### config.mk
export PLATFORM = sky130hd
export DESIGN_NAME = ball_controller
export DESIGN_NICKNAME = d
export VERILOG_FILES = /design/src/rtl/pong_pkg.sv /design/src/rtl/ball_axis.sv /design/src/rtl/ball_controller.sv
export SDC_FILE = /design/constraint.sdc
export NUM_CORES = 1
export LEC_CHECK = 0
export ABC_CLOCK_PERIOD_IN_PS = 3300
export BUFFER_PORTS_ARGS = -buffer_cell sky130_fd_sc_hd__clkbuf_2
export CAP_MARGIN = 20
export CORE_ASPECT_RATIO = 1.75
export CORE_MARGIN = 3
export CORE_UTILIZATION = 40
export DETAILED_ROUTE_END_ITERATION = 8
export SKIP_CTS_REPAIR_TIMING = 1
export SLEW_MARGIN = 10
export SYNTH_ARGS = -nofsm -noshare
export SYNTH_HDL_FRONTEND = slang
export SYNTH_HIERARCHICAL = 1
export SYNTH_SLANG_ARGS = --single-unit
### constraint.sdc
create_clock -name clock -period 3.3 [get_ports clock]
set_input_delay 0.66 -clock clock [delete_from_list [all_inputs] [get_ports clock]]
set_output_delay 0.66 -clock clock [all_outputs]
set_load 0.01 [all_outputs]
### src/rtl/pong_pkg.sv
// Shared Pong datapath definitions: screen geometry, bounce event codes and
// the ball FSM state type.
package pong_pkg;

  localparam int unsigned SCREEN_X_DEFAULT = 640;
  localparam int unsigned SCREEN_Y_DEFAULT = 480;
  localparam int unsigned POS_W            = 10;
  localparam int unsigned SIZE_W           = 8;
  localparam int unsigned SPEED_W          = 3;

  localparam logic [1:0] BOUNCE_NONE   = 2'd0;
  localparam logic [1:0] BOUNCE_PADDLE = 2'd1;
  localparam logic [1:0] BOUNCE_WALL   = 2'd2;
  localparam logic [1:0] BOUNCE_SCORE  = 2'd3;

  typedef enum logic {
    SERVE = 1'b0,
    MOVE  = 1'b1
  } ball_state_t;

  // Left/top edge that centres an object of the given size on a screen axis.
  function automatic int unsigned centre_pos(input int unsigned screen,
                                             input int unsigned size);
    return (screen - size) / 2;
  endfunction

endpackage

### src/rtl/ball_axis.sv
// Per-axis ball stepper: holds one coordinate and its direction, applies an
// optional direction flip and a saturating step of `speed` pixels.
module ball_axis
  import pong_pkg::*;
#(
  parameter int unsigned AXIS_W  = 10,
  parameter int unsigned STEP_W  = 3,
  parameter int unsigned LIMIT   = 632,
  parameter int unsigned INIT    = 316
) (
  input  logic              clock,
  input  logic              reset,
  input  logic              step_en,
  input  logic              flip,
  input  logic              recentre,
  input  logic [STEP_W-1:0] speed,
  output logic [AXIS_W-1:0] pos,
  output logic              dir
);

  localparam int unsigned SUM_W = AXIS_W + 1;

  logic              dir_next;
  logic [SUM_W-1:0]  sum;
  logic [AXIS_W-1:0] pos_next;

  // Saturating step in the post-flip direction; never wraps past 0 or LIMIT.
  always_comb begin
    dir_next = dir ^ flip;
    sum      = {1'b0, pos} + SUM_W'(speed);
    pos_next = pos;
    if (dir_next) begin
      pos_next = (sum > SUM_W'(LIMIT)) ? AXIS_W'(LIMIT) : sum[AXIS_W-1:0];
    end else begin
      pos_next = (pos < AXIS_W'(speed)) ? '0 : pos - AXIS_W'(speed);
    end
  end

  // Position/direction register; recentre keeps the direction untouched.
  always_ff @(posedge clock or posedge reset) begin
    if (reset) begin
      pos <= AXIS_W'(INIT);
      dir <= 1'b1;
    end else if (recentre) begin
      pos <= AXIS_W'(INIT);
    end else if (step_en) begin
      pos <= pos_next;
      dir <= dir_next;
    end
  end

endmodule

### src/rtl/ball_controller.sv
// Ball motion engine: serve delay, bounce handling with lockout, and per-tick
// stepping of the ball via two ball_axis instances.
// Optional feature macro: BALL_SPEEDUP_EN (each accepted paddle bounce
// increments speed up to MAX_SPEED).
module ball_controller
  import pong_pkg::*;
#(
  parameter int unsigned SCREEN_X      = SCREEN_X_DEFAULT,
  parameter int unsigned SCREEN_Y      = SCREEN_Y_DEFAULT,
  parameter int unsigned BALL_SIZE     = 8,
  parameter int unsigned SPEED         = 2,
  parameter int unsigned MAX_SPEED     = 6,
  parameter int unsigned SERVE_TICKS   = 60,
  parameter int unsigned LOCKOUT_TICKS = 4
) (
  input  logic              clock,
  input  logic              reset,
  input  logic              tick,
  input  logic [1:0]        bounce,
  output logic [POS_W-1:0]  ball_pos_x,
  output logic [POS_W-1:0]  ball_pos_y,
  output logic [SIZE_W-1:0] ball_size_x,
  output logic [SIZE_W-1:0] ball_size_y,
  output logic              serving,
  output logic              dir_x,
  output logic              dir_y
);

  localparam int unsigned X_MAX    = SCREEN_X - BALL_SIZE;
  localparam int unsigned Y_MAX    = SCREEN_Y - BALL_SIZE;
  localparam int unsigned X_CENTRE = centre_pos(SCREEN_X, BALL_SIZE);
  localparam int unsigned Y_CENTRE = centre_pos(SCREEN_Y, BALL_SIZE);
  localparam int unsigned SERVE_W  = $clog2(SERVE_TICKS + 1);
  localparam int unsigned LOCK_W   = $clog2(LOCKOUT_TICKS + 1);
  localparam int unsigned SPEED_MAX_REPR = (1 << SPEED_W) - 1;

  // Reject configurations the 3-bit speed and counters cannot represent.
  if (MAX_SPEED > SPEED_MAX_REPR || SPEED > MAX_SPEED || SPEED == 0 ||
      SERVE_TICKS == 0 || LOCKOUT_TICKS == 0) begin : g_bad_params
    $error("ball_controller: unsupported parameter combination");
  end

  ball_state_t        state, state_next;
  logic [SERVE_W-1:0] serve_cnt, serve_cnt_next;
  logic [LOCK_W-1:0]  lock_cnt, lock_cnt_next;
  logic [SPEED_W-1:0] speed, speed_next;
  logic               flip_x, flip_y, step_en, recentre;

  // Next-state logic: serve countdown, bounce priority and lockout handling.
  always_comb begin
    state_next     = state;
    serve_cnt_next = serve_cnt;
    lock_cnt_next  = lock_cnt;
    speed_next     = speed;
    flip_x         = 1'b0;
    flip_y         = 1'b0;
    step_en        = 1'b0;
    recentre       = 1'b0;
    if (tick) begin
      if (state == SERVE) begin
        if (serve_cnt <= SERVE_W'(1)) begin
          state_next     = MOVE;
          serve_cnt_next = SERVE_W'(SERVE_TICKS);
        end else begin
          serve_cnt_next = serve_cnt - SERVE_W'(1);
        end
      end else if (bounce == BOUNCE_SCORE) begin
        // Score: back to centre; directions kept so the serve heads to the loser.
        state_next     = SERVE;
        recentre       = 1'b1;
        speed_next     = SPEED_W'(SPEED);
        lock_cnt_next  = '0;
        serve_cnt_next = SERVE_W'(SERVE_TICKS);
      end else begin
        step_en = 1'b1;
        if (lock_cnt == '0 && bounce == BOUNCE_PADDLE) begin
          flip_x        = 1'b1;
          lock_cnt_next = LOCK_W'(LOCKOUT_TICKS);
`ifdef BALL_SPEEDUP_EN
          if (speed < SPEED_W'(MAX_SPEED)) begin
            speed_next = speed + SPEED_W'(1);
          end
`endif
        end else if (lock_cnt == '0 && bounce == BOUNCE_WALL) begin
          flip_y        = 1'b1;
          lock_cnt_next = LOCK_W'(LOCKOUT_TICKS);
        end else if (lock_cnt != '0) begin
          lock_cnt_next = lock_cnt - LOCK_W'(1);
        end
      end
    end
  end

  // FSM, counters and speed registers; serving is registered off next state.
  always_ff @(posedge clock or posedge reset) begin
    if (reset) begin
      state     <= SERVE;
      serving   <= 1'b1;
      serve_cnt <= SERVE_W'(SERVE_TICKS);
      lock_cnt  <= '0;
      speed     <= SPEED_W'(SPEED);
    end else begin
      state     <= state_next;
      serving   <= (state_next == SERVE);
      serve_cnt <= serve_cnt_next;
      lock_cnt  <= lock_cnt_next;
      speed     <= speed_next;
    end
  end

  assign ball_size_x = SIZE_W'(BALL_SIZE);
  assign ball_size_y = SIZE_W'(BALL_SIZE);

  ball_axis #(
    .AXIS_W (POS_W),
    .STEP_W (SPEED_W),
    .LIMIT  (X_MAX),
    .INIT   (X_CENTRE)
  ) u_axis_x (
    .clock    (clock),
    .reset    (reset),
    .step_en  (step_en),
    .flip     (flip_x),
    .recentre (recentre),
    .speed    (speed_next),
    .pos      (ball_pos_x),
    .dir      (dir_x)
  );

  ball_axis #(
    .AXIS_W (POS_W),
    .STEP_W (SPEED_W),
    .LIMIT  (Y_MAX),
    .INIT   (Y_CENTRE)
  ) u_axis_y (
    .clock    (clock),
    .reset    (reset),
    .step_en  (step_en),
    .flip     (flip_y),
    .recentre (recentre),
    .speed    (speed_next),
    .pos      (ball_pos_y),
    .dir      (dir_y)
  );

endmodule

; ---- Word-level counts from Yosys, hierarchy flattened
; Index checks and enable logic that the tools add are counted.
[classes]
addsub = 6
reduce_logical = 9
mux = 38
eq_ne = 4
order_cmp = 5
bitwise_logic = 4
[op_table]
columns = cell, count
row1 = $mux 10, 10
row2 = $add 10x3->11, 2
row3 = $mux 3, 7
row4 = $lt 10x3->1, 2
row5 = $sub 10x3->10, 2
row6 = $mux 1, 18
row7 = $mux 6, 3
row8 = $gt 11x10->1 const B, 1
row9 = $gt 11x9->1 const B, 1
row10 = $le 6x1->1 const B, 1
row11 = $sub 6x1->6 const B, 1
row12 = $eq 2x2->1 const B, 2
row13 = $reduce_and 2->1, 2
row14 = $reduce_bool 4->1, 1
row15 = $logic_not 3->1, 1
row16 = $reduce_and 3->1, 1
row17 = $reduce_bool 3->1, 1
row18 = $sub 3x1->3 const B, 1
row19 = $eq 2x1->1 const B, 1
row20 = $logic_and 1x1->1, 2
row21 = $ne 2x1->1 const B, 1
row22 = $not 1->1, 2
row23 = $reduce_bool 2->1, 1
row24 = $xor 1x1->1, 2
[totals]
reg_bits = 36
elab_cells = 75
inputBits = 5

; ---- Longest topological paths before layout
; Gate-level depths: netlist (run 1).
[depth]
word_depth = 11
depth_mapped = 12
depth_no_buf = 12

; ---- Hierarchy
; Netlist (run 1), hierarchy kept.
[modules_own_cells]
columns = mod, cells_per_inst, instances, area_per_inst_um2
row1 = ball_axis (u_axis_x), 148, 1, 1238.7
row2 = ball_axis (u_axis_y), 144, 1, 1189.9
row3 = ball_controller, 101, 1, 877.1

; ---- Worst setup path after synthesis (run 1)
; OpenSTA, ideal clock, no wires.
[synth_path]
kind = input to register
startpoint = input bounce[1]
endpoint = register u_axis_y.pos[4]
setup_slack_ns = 0.130
setup_time_ns = 0.129
cell_stages = 12
required_time_ns = 3.171
arrival_time_ns = 3.041
n_path_buf = 1
path_cell_list = nand4_1 and2_1 inv_1 ha_1 buf_6 nor3b_2 a211oi_2 nor4b_2 mux2i_2 o31ai_4 o311ai_0 nand2_1
[synth_via]
word_cells_on_any_way = 30
cone_classes = 2 x add/sub / 2 x order compare / 3 x eq/ne / 19 x mux / 1 x bitwise / 3 x reduce/logical
[synth_lines]
columns = item, line_no
row1 = start: declaration, ball_controller.sv:19  ; input logic [1:0] bounce,
row2 = $eq 2x2->1 *, ball_controller.sv:67  ; end else if (bounce == BOUNCE_SCORE) begin
row3 = $mux 3 *, ball_controller.sv:67
row4 = $mux 3 *, ball_controller.sv:60  ; if (state == SERVE) begin
row5 = $mux 3 *, ball_controller.sv:59  ; if (tick) begin
row6 = named net speed_next[2], ball_controller.sv:46  ; logic [SPEED_W-1:0] speed, speed_next;
row7 = $add 10x3->11, ball_axis.sv:30  ; sum = {1'b0, pos} + SUM_W'(speed);
row8 = $gt 11x9->1, ball_axis.sv:33  ; pos_next = (sum > SUM_W'(LIMIT)) ? AXIS_W'(LIMIT) : sum[AXIS_W-1:0];
row9 = $mux 10, ball_axis.sv:33
row10 = $mux 10 *, ball_axis.sv:32  ; if (dir_next) begin
row11 = $mux 10 *, ball_axis.sv:46  ; end else if (step_en) begin
row12 = $mux 10 *, ball_axis.sv:44  ; end else if (recentre) begin
row13 = end signal: assignment, ball_axis.sv:42  ; pos <= AXIS_W'(INIT);
row14 = end signal: assignment, ball_axis.sv:45  ; pos <= AXIS_W'(INIT);
row15 = end signal: assignment, ball_axis.sv:47  ; pos <= pos_next;
row16 = end: declaration, ball_axis.sv:17  ; output logic [AXIS_W-1:0] pos,
; The timed path passes the listed nets; every way through them passes the cells marked *. The select of a mux whose other input is x is not followed.
; A chain may end at the register's enable or synchronous reset.

; ---- Worst setup path after layout (run 1)
[layout_path]
startpoint = input tick
endpoint = register u_axis_y.pos[1]
[layout_via]
elab_chain_cells = 7
word_cells_on_any_way = 15
cone_classes = 2 x add/sub / 2 x order compare / 9 x mux / 1 x bitwise / 1 x reduce/logical
[layout_rtl]
columns = item, line_no
row1 = start: declaration, ball_controller.sv:18  ; input logic tick,
row2 = $mux 3 *, ball_controller.sv:59
row3 = named net speed_next[0], ball_controller.sv:46
row4 = $add 10x3->11, ball_axis.sv:30
row5 = $gt 11x9->1, ball_axis.sv:33
row6 = $mux 10, ball_axis.sv:33
row7 = $mux 10 *, ball_axis.sv:32
row8 = $mux 10 *, ball_axis.sv:46
row9 = $mux 10 *, ball_axis.sv:44
; Marks and branches as above.

==> results of run 1 <==
[flip-flops by register name, summed over array words and instances (netlist names), named ones only]
name and count:
u_axis_y/dir 1, lock_cnt 3, serving 1, speed 3, serve_cnt 6, u_axis_y/pos 10
u_axis_x/pos 10, u_axis_x/dir 1
[layout by cell type, fill, tap and decap left out, types with 7 or more instances in the layout]
cell type / netlist / routed
dfstp_2: 18 / 18
nor3_1: 19 / 19
a21oi_1: 19 / 19
dfrtp_1: 18 / 18
nand2_1: 35 / 35
buf_4: 17 / 47
nor2_1: 31 / 31
o21ai_1: 8 / 8
ha_1: 16 / 16
clkbuf_2: 0 / 27
nor2b_1: 7 / 7
xnor2_1: 17 / 17
conb_1: 2 / 16
inv_1: 26 / 26
o21ai_0: 17 / 17
nand3_1: 9 / 9
[logic make-up (layout without fill, tap and decap cells)]
| family | count (synthesis) | in the layout |
|---|---|---|
| adder cells (fa/ha/maj) | 20 | 20 |
| XOR/XNOR | 20 | 20 |
| AO/OA/AOI/OAI | 106 | 106 |
| buffers and inverters | 61 | 109 |
| other | 2 | 16 |
| multiplexers | 3 | 3 |
| flip-flops | 36 | 36 |
| AND/OR/NAND/NOR | 145 | 145 |
[final timing paths]
path | from | end | slack, ns
setup / recovery | tick | u_axis_y/pos[1] | 0.12
hold / removal | reset | u_axis_y/pos[0] | 0.42
setup reg to reg | register | u_axis_y/pos[1] | 0.17
hold reg to reg | lock_cnt[1] | lock_cnt[1] | 0.49
max in group asynchronous | reset | serve_cnt[5] | 2.51
min in group clock | lock_cnt[1] | lock_cnt[1] | 0.49
[layout make-up]
class	count	area (um2)
well taps	90	113
clock buffers	6	129
flip-flops and latches	36	923
inverters	27	101
repair buffers	74	488
clock inverters	2	35.0
fillers	804	4030
multi-input cells	310	2140
[per-stage QoR]
step / setup TNS (ns) / power (uW) / utilization
floorplan: 0 / 2180 / -
global placement: -1.17 / 2780 / 0.469
detailed placement: -2.21 / 2810 / 0.469
CTS: 0 / 3380 / 0.489
global route: -0.0699 / 3650 / 0.494
finish: 0 / 3380 / 0.494
[worst register-to-register path, cell delays in order, from the launching register on]
cell and delay (ns):
dfrtp_1 0.40, nand4_1 0.23, and2_4 0.21, ha_1 0.16, inv_1 0.06, fa_1 0.40
xnor2_1 0.21, and3_2 0.25, o22ai_1 0.10, nor4_2 0.37, o31ai_4 0.18, o32ai_1 0.33
a22o_1 0.17
[power groups by stage]
stage	Sequential, uW	Clock, uW	Combinational [uW]
after floorplan	868	0	1310
after global placement	995	0	1780
after detailed placement	1000	0	1810
after CTS	996	566	1820
after global routing	1030	581	2030
final	992	546	1840
[metal layers]
layer | track usage | vias up | wire [um]
met5 | 0 | - | 0
met4 | 0.111 | 0 | 401
met3 | 0.0327 | 25 | 327
met2 | 0.355 | 97 | 4930
met1 | 0.212 | 1492 | 3330
li1 | - | 1486 | -
==> results.yml, run 1 <==
grt:
  antenna_found_initial: 0
  grt-ovfl-total: 0
  grt_max_degree: 21
  grt_use_total: 0.199
  grt_pass1_vias: 2970
  grt_pass1_wl_um: 14400
logic_synthesis:
  syn_area_um2: 3310
  synth_cell_type_count: 81
  synth_seq_area_share: 0.279
  synth_cells: 393
  synth.most_common_cell: "nand2_1"
  synth_adder_area_share: 0.0848
  synth_warnings: 6
  synthArstFlopShare: 1.00
  synthXorXnorAreaFrac: 0.0530
  synth-simple-area-share: 0.242
  yosys.area.top_type: "dfstp_2"
  synth_mux_area_frac: 0.0102
  synth_top_family_by_area: "simple AND/OR/NAND/NOR gates"
  ys_ff_latch: 36
  yosysTopAreaCellShare: 0.143
  synth_area_per_cell_um2: 8.41
  yosys-top-cells-area: "dfstp_2, dfrtp_1, ha_1"
  synthTopCellsByCount: "nand2_1, nor2_1, inv_1, a21oi_1, nor3_1"
  synth_ff_type: "dfstp_2"
  synth_compound_area_frac: 0.232
  synth-edff-count: 0
detailed_routing:
  num_vias: 3100
  wl_per_cell_um: 16.5
  drc_errors: 0
  wl_um: 8990
  drt-pass1-iter-count: 4
  via_per_inst: 5.69
  first_iter_violations: 173
  ant_nets: 0
placed_design:
  place_ws_ns: -0.223
  hpwl_um: 6970
  gp_congestion: 0.925
  io_buffers: 27
  dpl_cell_area_um2: 3730
  placedCellCount: 536
critical_path:
  crit_buf_inv: 2
  worstPathMaxFanout: 9
  path_depth: 13
  critPathCaptureType: "register"
  startpoint_type: "input port"
  ff2ff_path_depth: 12
  cp_slowest_cell: "fa_1"
  critical-path-max-stage-delay_ns: 0.40
  cp.required_ns: 3.52
  critical_path.top_delay_family: "simple AND/OR/NAND/NOR gates"
  crit_type: "input port to register"
  cp_cell_sequence: "clkbuf_2, nand4_1, and2_4, ha_1, inv_1, fa_1, xnor2_1, and3_2, o22ai_1, nor4_2, o31ai_4, o32ai_1, a22o_1"
  crit_arrival_ns: 3.41
outcome:
  status: "finished, final reports clean"
cts:
  clkTransAtPathRegs_ns: 0.06
  clock_latency_ns: 0.29
  numCtsBuffers: 5
  htree_levels: 2
  clock_path_buffers: 2
  cts.sinks: 36
  cts_tree: "built"
  cts_root_buffer: "clkbuf_16"
sta:
  hold_violations: 0
  slew_headroom: 0.560
  fmax_mhz: 314
  hold_ws_ns: 0.417
  worst_slew_pin_slew_ns: 0.656
  rsz0062_at_grt: "yes"
  period_share: 0.965
  setup_viol: 0
  slew_violations: 0
  period_needed_ns: 3.18
  worst_slack_ns: 0.117
  finClkSkew_ns: 0.00496
floorplanning:
  dieWidth_um: 74.7
  io_pins: 44
  die_y_um: 126
  row_count: 43
  coreArea_um2: 7960
  dieArea_um2: 9430
  initial_core_util: 0.415
cells_and_area:
  finalInstanceArea_um2: 3930
  drive_above_1_share: 0.277
  fin_cells: 545
  num-nets-final: 479
  area_delta_synth_final_pct: 19.0
  n_antenna_cell: 0
power:
  switchingPower_uw: 1490
  clock_power_share: 0.161
  p_leak_uw: 0.00170
  switching_share: 0.442
  irDropWorstVdd_v: 0.000332
  power_density_nw_per_um2: 859
  p_comb_frac: 0.545
  p_int_uw: 1890
  p_seq_frac: 0.293
worst_hold_path:
  hold_path_class: "input port to asynchronous set/reset pin"
run:
  max_cap_viol_count: 0
Power figures use the tool's default switching activity.
==> run 2: changes to the inputs <==
--- a/config.mk
+++ b/config.mk
@@ -12,6 +12,7 @@
 export CORE_MARGIN = 3
 export CORE_UTILIZATION = 40
 export DETAILED_ROUTE_END_ITERATION = 8
+export PLACE_DENSITY = 0.69
 export SKIP_CTS_REPAIR_TIMING = 1
 export SLEW_MARGIN = 10
 export SYNTH_ARGS = -nofsm -noshare
==> results.yml, run 2 (synthesis results as in run 1) <==
outcome:
  status: "finished, final reports clean"
grt:
  grt_pass1_vias: 2954
  grt_max_degree: 16
  grt_use_met3: 0.0319
  grt_pass1_wl_um: 14200
  top_usage_layer: "met2"
  grt_use_total: 0.195
  grt_util_met1: 0.199
  antenna_found_initial: 0
  grt_util_met2: 0.348
  grt-ovfl-total: 0
cts:
  cts.sinks: 36
  cts_tree: "built"
  htree_levels: 2
  clkTransAtPathRegs_ns: 0.06
  clock_latency_ns: 0.29
  numCtsBuffers: 5
  cts_root_buffer: "clkbuf_16"
  clock_path_buffers: 2
floorplanning:
  dieArea_um2: 9430
  dieWidth_um: 74.7
  die_y_um: 126
  io_pins: 44
  initial_core_util: 0.415
  coreArea_um2: 7960
  row_count: 43
power:
  p_seq_frac: 0.296
  power_density_nw_per_um2: 865
  p_total_uw: 3330
  switchingPower_uw: 1470
  p_leak_uw: 0.00167
  irDropWorstVdd_v: 0.000454
  clock_power_share: 0.164
  p_int_uw: 1860
  switching_share: 0.443
  p_comb_frac: 0.540
sta:
  slew_violations: 0
  setup_viol: 0
  slew_headroom: 0.481
  fmax_mhz: 317
  worst_slew_pin_slew_ns: 0.777
  period_share: 0.956
  hold_violations: 0
  rsz0062_at_grt: "no"
  finClkSkew_ns: 0.00907
  hold_ws_ns: 0.395
  period_needed_ns: 3.15
critical_path:
  startpoint_type: "input port"
  critPathCaptureType: "register"
  critical-path-max-stage-delay_ns: 0.38
  worstPathMaxFanout: 4
  crit_arrival_ns: 3.33
  cp.required_ns: 3.47
  cp-startpoint: "bounce[1]"
  crit_top_cell: "buf_4"
  cp_slowest_cell: "fa_1"
  cp_cell_sequence: "clkbuf_2, nand4_1, and2_1, buf_4, ha_1, inv_1, fa_1, buf_4, o21bai_1, nand2_1, xnor2_1, a32oi_1, o31a_1, a22o_1"
  crit_type: "input port to register"
detailed_routing:
  wl_per_cell_um: 16.3
  drc_errors: 0
  first_iter_violations: 250
  drt-pass1-iter-count: 5
  via_per_inst: 5.79
  ant_nets: 0
  num_vias: 3116
  wl_um: 8780
placed_design:
  gp_congestion: 0.962
  hpwl_um: 6850
  io_buffers: 27
worst_hold_path:
  hold_path_class: "input port to asynchronous set/reset pin"
cells_and_area:
  n_antenna_cell: 0
  drive_above_1_share: 0.254
  seqCellArea_um2: 923
  filler_cell_count: 782
  final_common_cell: "buf_4"
  largest_registers: "u_axis_x/pos x10, u_axis_y/pos x10, serve_cnt x6"
  most-common-layout-cells: "buf_4, nand2_1, nor2_1, clkbuf_2, inv_1"
  num-nets-final: 472
  multiInputGateArea_um2: 2120
  area_delta_synth_final_pct: 16.5
run:
  max_cap_viol_count: 0
==> run 2: layout make-up <==
class | count | share of cell area
clock buffers | 6 | 0.0335
clock inverters | 2 | 0.00909
inverters | 27 | 0.0263
multi-input cells | 310 | 0.549
flip-flops and latches | 36 | 0.240
well taps | 90 | 0.0292
repair buffers | 67 | 0.113
==> run 2: final timing paths <==
path	end	slack (ns)	depth (start not counted)
worst max-delay path	u_axis_x/pos[0]	0.15	14
worst min-delay path	u_axis_y/pos[9]	0.39	2
worst max register to register	u_axis_x/pos[0]	0.21	13
worst min register to register	lock_cnt[0]	0.47	1
max in group asynchronous	serving	2.51	2
min in group clock	lock_cnt[0]	0.47	1
==> run 2: worst max-delay path: cells and delay by family <==
| kind | cells | cell delay [ns] |
|---|---|---|
| xor gates and xnor gates | 1 | 0.27 |
| and+or+nand+nor | 3 | 0.47 |
| adders and majority gates | 2 | 0.54 |
| buffers and inverters | 4 | 0.43 |
| AOI/OAI and AO/OA | 4 | 0.95 |
==> run 2: per-layer routing <==
metal / wire (um) / vias up
li1: - / 1485
met1: 3100 / 1477
met2: 4720 / 116
met3: 411 / 38
met4: 546 / 0
met5: 0 / -
==> run 2: power by group through the flow <==
| stage | Combinational (uW) | Clock, uW | Sequential [uW] |
|---|---|---|---|
| after floorplan | 1310 | 0 | 868 |
| after global placement | 1750 | 0 | 983 |
| after detailed placement | 1770 | 0 | 991 |
| after CTS | 1790 | 562 | 985 |
| after global routing | 1970 | 584 | 1020 |
| final | 1800 | 547 | 985 |
==> run 2: metrics by stage <==
stage | util | std cells | worst slack, ns | setup TNS, ns | cell area [um2]
floorplan | - | 407 | 0.130 | 0 | 3360
global placement | 0.463 | 530 | -0.0430 | -0.169 | 3690
detailed placement | 0.463 | 530 | -0.124 | -0.900 | 3690
CTS | 0.484 | 538 | 0.172 | 0 | 3850
global route | 0.484 | 538 | 0.0229 | 0 | 3850
finish | 0.484 | 538 | 0.145 | 0 | 3850
==> run 3: changes to the inputs <==
--- a/config.mk
+++ b/config.mk
@@ -17,5 +17,4 @@
 export SLEW_MARGIN = 10
 export SYNTH_ARGS = -nofsm -noshare
 export SYNTH_HDL_FRONTEND = slang
-export SYNTH_HIERARCHICAL = 1
 export SYNTH_SLANG_ARGS = --single-unit
==> results.yml, run 3 <==
logic_synthesis:
  ys_ff_latch: 36
  synth-edff-count: 0
  synthArstFlopShare: 1.00
  synthTopCellsByCount: "nor2_1, nand2_1, nor3_1, a21oi_1, o21ai_0"
  synth_ff_type: "dfstp_2"
  synth.most_common_cell: "nor2_1"
  synth_seq_area_share: 0.284
  synth_cells: 382
  synth_area_per_cell_um2: 8.51
  syn_area_um2: 3250
  yosys.area.top_type: "dfstp_2"
  synth_cell_type_count: 76
  synth_warnings: 0
  yosysTopAreaCellShare: 0.145
  yosys-top-cells-area: "dfstp_2, dfrtp_1, ha_1"
floorplanning:
  initial_core_util: 0.421
  die_y_um: 125
  io_pins: 44
  coreArea_um2: 7720
  row_count: 42
  dieWidth_um: 74.1
  dieArea_um2: 9290
cts:
  clock_latency_ns: 0.29
  cts_root_buffer: "clkbuf_16"
  cts_tree: "built"
  clock_path_buffers: 2
  htree_levels: 2
  clkTransAtPathRegs_ns: 0.06
  cts.sinks: 36
  numCtsBuffers: 5
cells_and_area:
  filler_cell_count: 758
  num-nets-final: 463
  finalInstanceArea_um2: 3850
  area_delta_synth_final_pct: 18.3
  n_antenna_cell: 0
  largest_registers: "u_axis_x.pos x10, u_axis_y.pos x10, serve_cnt x6"
  final_common_cell: "buf_4"
  drive_above_1_share: 0.292
  most-common-layout-cells: "buf_4, nor2_1, clkbuf_2, nand2_1, nor3_1"
critical_path:
  cp.required_ns: 3.47
  startpoint_type: "input port"
  cp_slowest_cell: "fa_2"
  critPathCaptureType: "register"
  worstPathMaxFanout: 5
  cp_cell_sequence: "clkbuf_2, and2_4, nand2_2, and2_4, ha_2, fa_2, and2b_4, a2111oi_4, a2111oi_4, a2111oi_4, nor2_1, a221o_1"
  crit_type: "input port to register"
  crit_buf_inv: 1
  crit_arrival_ns: 3.36
  crit_top_cell: "a2111oi_4"
  critical_path.top_delay_family: "compound AO/OA/AOI/OAI gates"
  critical-path-max-stage-delay_ns: 0.53
detailed_routing:
  drt-pass1-iter-count: 5
  wl_um: 8970
  via_per_inst: 5.90
  first_iter_violations: 268
  drc_errors: 0
  num_vias: 3108
  ant_nets: 0
  wl_per_cell_um: 17.0
sta:
  slew_headroom: 0.520
  finClkSkew_ns: 0.00601
  setup_viol: 0
  fmax_mhz: 313
  slew_violations: 0
  period_share: 0.968
  worst_slew_pin_slew_ns: 0.716
  tns_ns: 0
  period_needed_ns: 3.19
  worst_slack_ns: 0.106
  hold_violations: 0
  rsz0062_at_grt: "no"
grt:
  antenna_found_initial: 0
  grt_use_total: 0.200
  grt_max_degree: 37
  grt_pass1_wl_um: 14700
  grt-ovfl-total: 0
  grt_pass1_vias: 3081
placed_design:
  dpl_cell_area_um2: 3680
  io_buffers: 27
  place_ws_ns: -0.191
  hpwl_um: 6840
  gp_congestion: 0.935
run:
  max_cap_viol_count: 0
outcome:
  status: "finished, final reports clean"
power:
  p_total_uw: 3590
  irDropWorstVdd_v: 0.000409
  power_density_nw_per_um2: 934
  p_leak_uw: 0.00167
worst_hold_path:
  hold_path_class: "input port to asynchronous set/reset pin"
==> run 3: tightest hold or removal path, delay by kind of cell <==
family | cells | cell delay (ns)
buffers and inverters | 3 | 0.52
==> run 3: where the power goes <==
| part | total [uW] | internal, uW | switching (uW) |
|---|---|---|---|
| registers | 1070 | 712 | 361 |
| logic | 2020 | 892 | 1130 |
| clock network | 496 | 301 | 195 |
==> run 3: cells by family (layout without fill, tap and decap cells) <==
family,after synthesis,count (layout),synth area share
and+or+nand+nor,135,135,0.218
xor gates and xnor gates,14,14,0.0400
buffers and inverters,61,104,0.100
other,2,16,0.00231
AOI/OAI and AO/OA,105,105,0.241
DFF,36,36,0.284
muxes,9,9,0.0281
adders and majority gates,20,20,0.0862
==> run 3: path summary, 6_finish.rpt <==
path                       cells past startpoint              end         from  slack (ns)
setup / recovery                              12  u_axis_y.pos[1]         tick        0.11
hold / removal                                 3     serve_cnt[1]        reset        0.45
setup reg to reg                              11  u_axis_y.pos[1]        state        0.17
hold reg to reg                                1      lock_cnt[0]  lock_cnt[0]        0.50
max in group asynchronous                      3  u_axis_y.pos[2]        reset        2.46
min in group clock                             1      lock_cnt[0]  lock_cnt[0]        0.50
==> run 3: final cells by class <==
cell class              instances  area (um2)  area share
well taps                      88         110      0.0286
inverters                      24        90.1      0.0234
clock inverters                 1        7.51     0.00195
multi-input cells             299        2100       0.546
repair buffers                 72         473       0.123
flip-flops and latches         36         925       0.240
clock buffers                   7         143      0.0371
==> run 3: layer usage <==
metal | vias up | wire length [um] | GRT usage
met3 | 44 | 403 | 0.0273
li1 | 1455 | - | -
met2 | 120 | 4700 | 0.335
met5 | - | 0 | 0
met4 | 0 | 563 | 0.141
met1 | 1489 | 3300 | 0.225
==> run 3: metrics by stage <==
stage	hold WS, ns	std cells	util
3_3_place_gp	0.475	519	0.477
2_1_floorplan	0.451	396	-
5_1_grt	0.498	527	0.498
4_1_cts	0.476	527	0.496
3_5_place_dp	0.491	519	0.477
6_report	0.454	527	0.498
